<file path="config.mk">
export PLATFORM = sky130hd
export DESIGN_NAME = reg_file
export DESIGN_NICKNAME = d
export VERILOG_FILES = /design/src/rtl/reg_file.sv
export SDC_FILE = /design/constraint.sdc
export NUM_CORES = 2
export LEC_CHECK = 0
export CAP_MARGIN = 20
export CORE_MARGIN = 3
export CORE_UTILIZATION = 24
export CTS_BUF_LIST = sky130_fd_sc_hd__clkbuf_8
export DETAILED_ROUTE_END_ITERATION = 10
export SYNTH_ARGS = -nofsm -noshare
export SYNTH_HDL_FRONTEND = slang
export SYNTH_SLANG_ARGS = --single-unit
export TNS_END_PERCENT = 1
</file>
<file path="constraint.sdc">
create_clock -name clk -period 2.3 [get_ports clk]
set_input_delay 0.23 -clock clk [delete_from_list [all_inputs] [get_ports clk]]
set_output_delay 0.23 -clock clk [all_outputs]
set_load 0.1 [all_outputs]
</file>
<file path="src/rtl/reg_file.sv">
// reg_file: architectural register file for the multi-cycle MIPS core.
// 2^ADDR_WIDTH registers of DATA_WIDTH bits. Two combinational read ports,
// one write port on the rising clock edge. Register 0 is hardwired to zero.
// Optional macro REGFILE_BYPASS_EN: same-cycle forwarding from the write
// port to a read port whose address matches write_addr.
module reg_file #(
  parameter int DATA_WIDTH = 32,
  parameter int ADDR_WIDTH = 5
) (
  output logic [DATA_WIDTH-1:0] read_data_a,
  output logic [DATA_WIDTH-1:0] read_data_b,
  input  logic [DATA_WIDTH-1:0] write_data,
  input  logic [ADDR_WIDTH-1:0] read_addr_a,
  input  logic [ADDR_WIDTH-1:0] read_addr_b,
  input  logic [ADDR_WIDTH-1:0] write_addr,
  input  logic                  write_en,
  input  logic                  clk,
  input  logic                  reset_n
);

  localparam int DEPTH = 1 << ADDR_WIDTH;

  // Entry 0 is reset to zero and never written, so it is constant; the read
  // muxes also force zero for address 0 so no tool has to prove that.
  logic [DATA_WIDTH-1:0] r_regs [DEPTH];

  logic                  w_wr_ok;
  logic [DATA_WIDTH-1:0] w_stored_a;
  logic [DATA_WIDTH-1:0] w_stored_b;

  assign w_wr_ok = write_en && (write_addr != '0);

  // Register storage: async clear, write on rising edge when enabled and nonzero.
  always_ff @(posedge clk or negedge reset_n) begin
    if (!reset_n) begin
      for (int i = 0; i < DEPTH; i++) begin
        r_regs[i] <= '0;
      end
    end else if (w_wr_ok) begin
      r_regs[write_addr] <= write_data;
    end
  end

  // Stored-value read path, address 0 always returns zero.
  always_comb begin
    w_stored_a = '0;
    w_stored_b = '0;
    if (read_addr_a != '0) w_stored_a = r_regs[read_addr_a];
    if (read_addr_b != '0) w_stored_b = r_regs[read_addr_b];
  end

`ifdef REGFILE_BYPASS_EN
  logic w_byp_a;
  logic w_byp_b;

  // Forwarding is suppressed in reset so outputs track the cleared storage.
  assign w_byp_a = reset_n && w_wr_ok && (read_addr_a == write_addr);
  assign w_byp_b = reset_n && w_wr_ok && (read_addr_b == write_addr);

  assign read_data_a = w_byp_a ? write_data : w_stored_a;
  assign read_data_b = w_byp_b ? write_data : w_stored_b;
`else
  assign read_data_a = w_stored_a;
  assign read_data_b = w_stored_b;
`endif

endmodule

</file>
* Word level (Yosys, flattened, before mapping) *
Index checks and enable logic that the tools add are counted.

storage, ports and cells
  flip-flop bits (word level) = 1,024
  latch bits = 0
  bits in writable memories = 0
  bits in read-only memories = 0
  input bits = 50
  output and inout bits = 64
  word-level logic and storage cells = 55
  memories = 0

cells by class
  $add $sub $neg = 0
  multipliers = 0
  div/mod/pow operators = 0
  $lt $le $gt $ge = 4
  equality and inequality tests = 0
  shifts and indexed selects = 0
  muxes and demuxes = 11
  bitwise operators = 3
  reductions and logical operators = 5

operators by type and width
  operator                                                               number
  1024-bit bitwise mux                                                   1
  32-bit binary-select mux with 5-bit select                             2
  32-bit 2-to-1 mux                                                      7
  32-bit demux with 5-bit select                                         1
  6-bit greater-or-equal comparator (second input constant)              3
  5-bit inverter with 6-bit output                                       3
  5-bit nonzero test                                                     3
  6-bit by 1-bit < comparator with 1-bit output (second input constant)  1
  1-bit logical AND                                                      2

* Depth between registers and ports, before layout *
  word-level depth = 6
  mapped depth = 7
  mapped depth without buffers = 4

* Least setup slack after synthesis *
OpenSTA, ideal clock, no wires.

  path type = input to output
  start = input read_addr_b[0]
  end = output read_data_b[11]
  arrival time = 3.748 ns
  data required time = 2.070 ns
  slack = -1.678 ns
  cell stages on the path = 7
  path through = buf_2 inv_1 buf_2 buf_2 clkbuf_1 o2111ai_1 a311oi_1

on the way
  longest elaborated chain between the ends = 5

ends and longest elaborated chain
  what                                                    line  source
  start, declared                                         14    input logic [ADDR_WIDTH-1:0] read_addr_b,
  5-bit inverter with 6-bit output (implied by the code)  49    if (read_addr_b != '0) w_stored_b = r_regs[read_addr_b];
  32-bit binary-select mux with 5-bit select              49
  32-bit 2-to-1 mux (implied by the code) (2 in series)   49
  32-bit 2-to-1 mux (*)                                   49
  end, declared                                           11    output logic [DATA_WIDTH-1:0] read_data_b,

Mark *: on every way between the ends. The rest lies on a longest branch, timed or not. The select of a mux whose other input is x is not followed.

* Worst setup path after layout *
  start = register r_regs[430] in the netlist's numbering
  end = output read_data_b[14]

on the way
  longest elaborated chain between the ends = 4

ends and longest elaborated chain
  what                                                   line  source
  start, declared                                        25    logic [DATA_WIDTH-1:0] r_regs [DEPTH];
  start signal, assigned by index                        40    r_regs[write_addr] <= write_data;
  32-bit binary-select mux with 5-bit select             49
  32-bit 2-to-1 mux (implied by the code) (2 in series)  49
  32-bit 2-to-1 mux                                      49

No other way between the ends. The select of a mux whose other input is x is not followed.

==> impl_results.md <==
* Status: finished, violations left
* Failing checks: setup timing
* GRT met1 Usage at 20.38%
* Final hold vios at 0
* Asr flop ratio synth at 100.0%
* H-tree levels at 4
* # rows at 174
* Post-synth top cells: 1046 x mux2_2, 1024 x dfrtp_1, 448 x mux4_2
* RSZ-0062 raised after global routing: true
* Vias at 36640
* Count leader, synth: mux2_2
* Antenna violations before repair at 4
* Total gr overflow at 0
* # DRC at 0
* Critical path required time at 2.07 ns
* Main synth FF type: dfrtp_1
* Vias per cell at 5.069
* Post-route cell area at 70210 um^2
* Post-route ant nets at 0
* Synth Cell Area at 54360 um^2
* Max Clock Freq at 339.7 MHz
* Worst Skew at 0 ns
* Largest net degree at the start of global routing at 131
* I/O Buffers at 113
* Crit path max fanout at 2
* CTS tree: built
* Crit path largest cell delay at 0.60 ns
* Area after DPL at 66570 um^2
* Worst-margin pin slew at 1.071 ns
* Final Util at 31.19%
* Die area at 232200 um^2
* Yosys top cell area share at 47.14%
* Final setup viols at 64
* DR iter-0 viols at 2459
* Total clock sinks at 1024
* Clock buffer count from CTS at 161
* Cell variety after synth at 34
* M3 GR Usage at 2.523%
* Arr. time, crit path at 2.71 ns
* Die span in x at 481.9 um
* Initial core utilization at 24.15%
* Peak VDD IR at 0.0005755 V
* Final WL at 195.4 mm
* GRT Total Usage at 16.72%
* EDFF count, synth at 0
* Longest Clk Path Bufs at 3
* Biggest register: r_regs
* Post-Synthesis Cells at 3621
* M2 GR Usage at 28.76%
* Hpwl dp at 134.6 mm
* Top Registers: r_regs (1024)
* Largest area contributor in the netlist: dfrtp_1
* Worst-path clk slew at 0.07 ns
* Gr busiest metal: met2
* Tmin final at 2.944 ns
* DR pass1 iterations at 5
* Syn Nets at 3671
* Critical path launch point type: register
* Post-route setup slack at -0.6441 ns
* Vias in the first global route at 38990
* Critical path's slowest cell: a311oi_4
* Syn-to-layout area delta at 29.17%
* Max-Cap Viols at 0
* CP Class: reg -> out
* Hold Path Class: in -> async
* Worst skew pair latency at 0.89 ns
* Top-level I/O count at 114
* Fin crit share at 128.0%
* Syn Area/Cell at 15.01 um^2
* Pins Over Slew Limit at 0
* Headroom to the max-slew limit at 28.45%
* Synth area leaders: dfrtp_1 47%, mux2_2 22%, mux4_2 19%, mux2i_1 2.4%, buf_2 1.6%
* DP Worst Slack at -0.4605 ns
* CP endpoint kind: output pin
* Lkg Pwr at 29.75 nW
* Gpl congestion at 0.8344
* Power per cell area at 772.3 nW/um^2
* Critical path, cell by cell: mux2i_1, a221oi_2, o21ai_2, a311oi_4, buf_12
* Synthesis Warnings at 0
* Sequential-to-total area share from yosys stat at 47.14%
* Max reg flops at 1024
* WL/cell at 27.03 um
* Yosys reg bits at 1024
* Fill cells at 22180
* Nets@finish at 4162
* First-pass GRT wire length at 284.9 mm
* Layout cells sized above 1 at 63.03%
* Die H at 481.9 um
* Core ar. at 225100 um^2
* CTS Root Cell: clkbuf_8
## timing repair
| action | 4_1_cts | 5_1_grt |
|---|---|---|
| buffers inserted | 3 | 0 |
| pin swaps | 17 | 14 |
| resized for setup | 90 | 47 |
| endpoints found under the setup margin | 64 | 64 |
| hold endpoints to repair | 1024 | 0 |
| hold buffers | 2 | 0 |
## area by class of cell
class,count,area (um^2),area share (%)
multi-input combinational,2163,28820,41.05
antenna,3,7.507,0.01069
clock inverter,82,406.6,0.5792
timing repair buffer,760,8817,12.56
inverter,2,12.51,0.01782
tap,2992,3744,5.332
clock buffer,202,2780,3.960
sequential,1024,25620,36.50
## placed cells by master, fill, tap and decap left out, types with 10 or more instances in the layout
cell             instances
clkdlybuf4s50_1         38
o2111ai_1               15
o21ai_0                 19
nor2b_1                 62
nand2_1                 38
a221oi_2                43
a22oi_1                 62
o21ai_1                 57
nor2_4                  14
inv_1                   60
mux4_2                 448
o21ai_2                 32
a211oi_1                33
buf_12                 234
mux2i_1                128
clkbuf_8               202
buf_4                  474
a211oi_2                30
a311oi_4                64
dfrtp_1               1024
mux2_4                  14
mux2_2                1032
mux2_1                  10
clkinv_2                10
## worst paths after layout
path / startpoint / to / slack [ns] / cells past startpoint
worst min-delay path: reset_n / r_regs[107] / 0.13 / 3
max in group asynchronous: reset_n / r_regs[156] / 1.32 / 3
min in group clk: write_data[29] / r_regs[957] / 0.28 / 3
worst max register to register: r_regs[563] / r_regs[563] / 1.40 / 2
worst min register to register: r_regs[996] / r_regs[996] / 0.39 / 0
worst max-delay path: r_regs[430] / read_data_b[14] / -0.64 / 5
## logic make-up after synthesis
family | synth area share [%]
DFF | 47.14
buffers and inverters | 3.609
AOI/OAI and AO/OA | 4.843
muxes | 42.80
and+or+nand+nor | 1.611
## stage by stage
| stage | std cells | power [mW] | setup TNS [ns] | hold slack, ns |
|---|---|---|---|---|
| finish | 7228 | 54.23 | -35.58 | 0.1260 |
| global placement | 6941 | 38.09 | -25.77 | 0.1222 |
| floorplan | 3621 | 33.28 | -4.193 | -0.06559 |
| global route | 7228 | 56.54 | -42.48 | 0.1251 |
| CTS | 7225 | 54.49 | -42.19 | 0.07232 |
| detailed placement | 6941 | 38.56 | -26.53 | 0.1357 |
## routing by layer
layer	wire [um]	vias to the layer above
met3	8718	420
met1	77720	19980
met5	0	-
li1	-	15100
met4	10480	0
met2	98460	1136
## power by group
part	switching, mW	internal [mW]	total, mW
sequential	2.54	21.4	24.0
clock	7.68	8.00	15.7
combinational	6.43	8.12	14.6
## worst max-delay path, delay by kind of cell, from the launching register on
| family | cells | cell delay (ns) |
|---|---|---|
| AO/OA/AOI/OAI | 3 | 1.12 |
| buffers and inverters | 1 | 0.26 |
| flip-flops | 1 | 0.35 |
| multiplexers | 1 | 0.10 |
No activity file was read; power rests on OpenSTA's default activity.
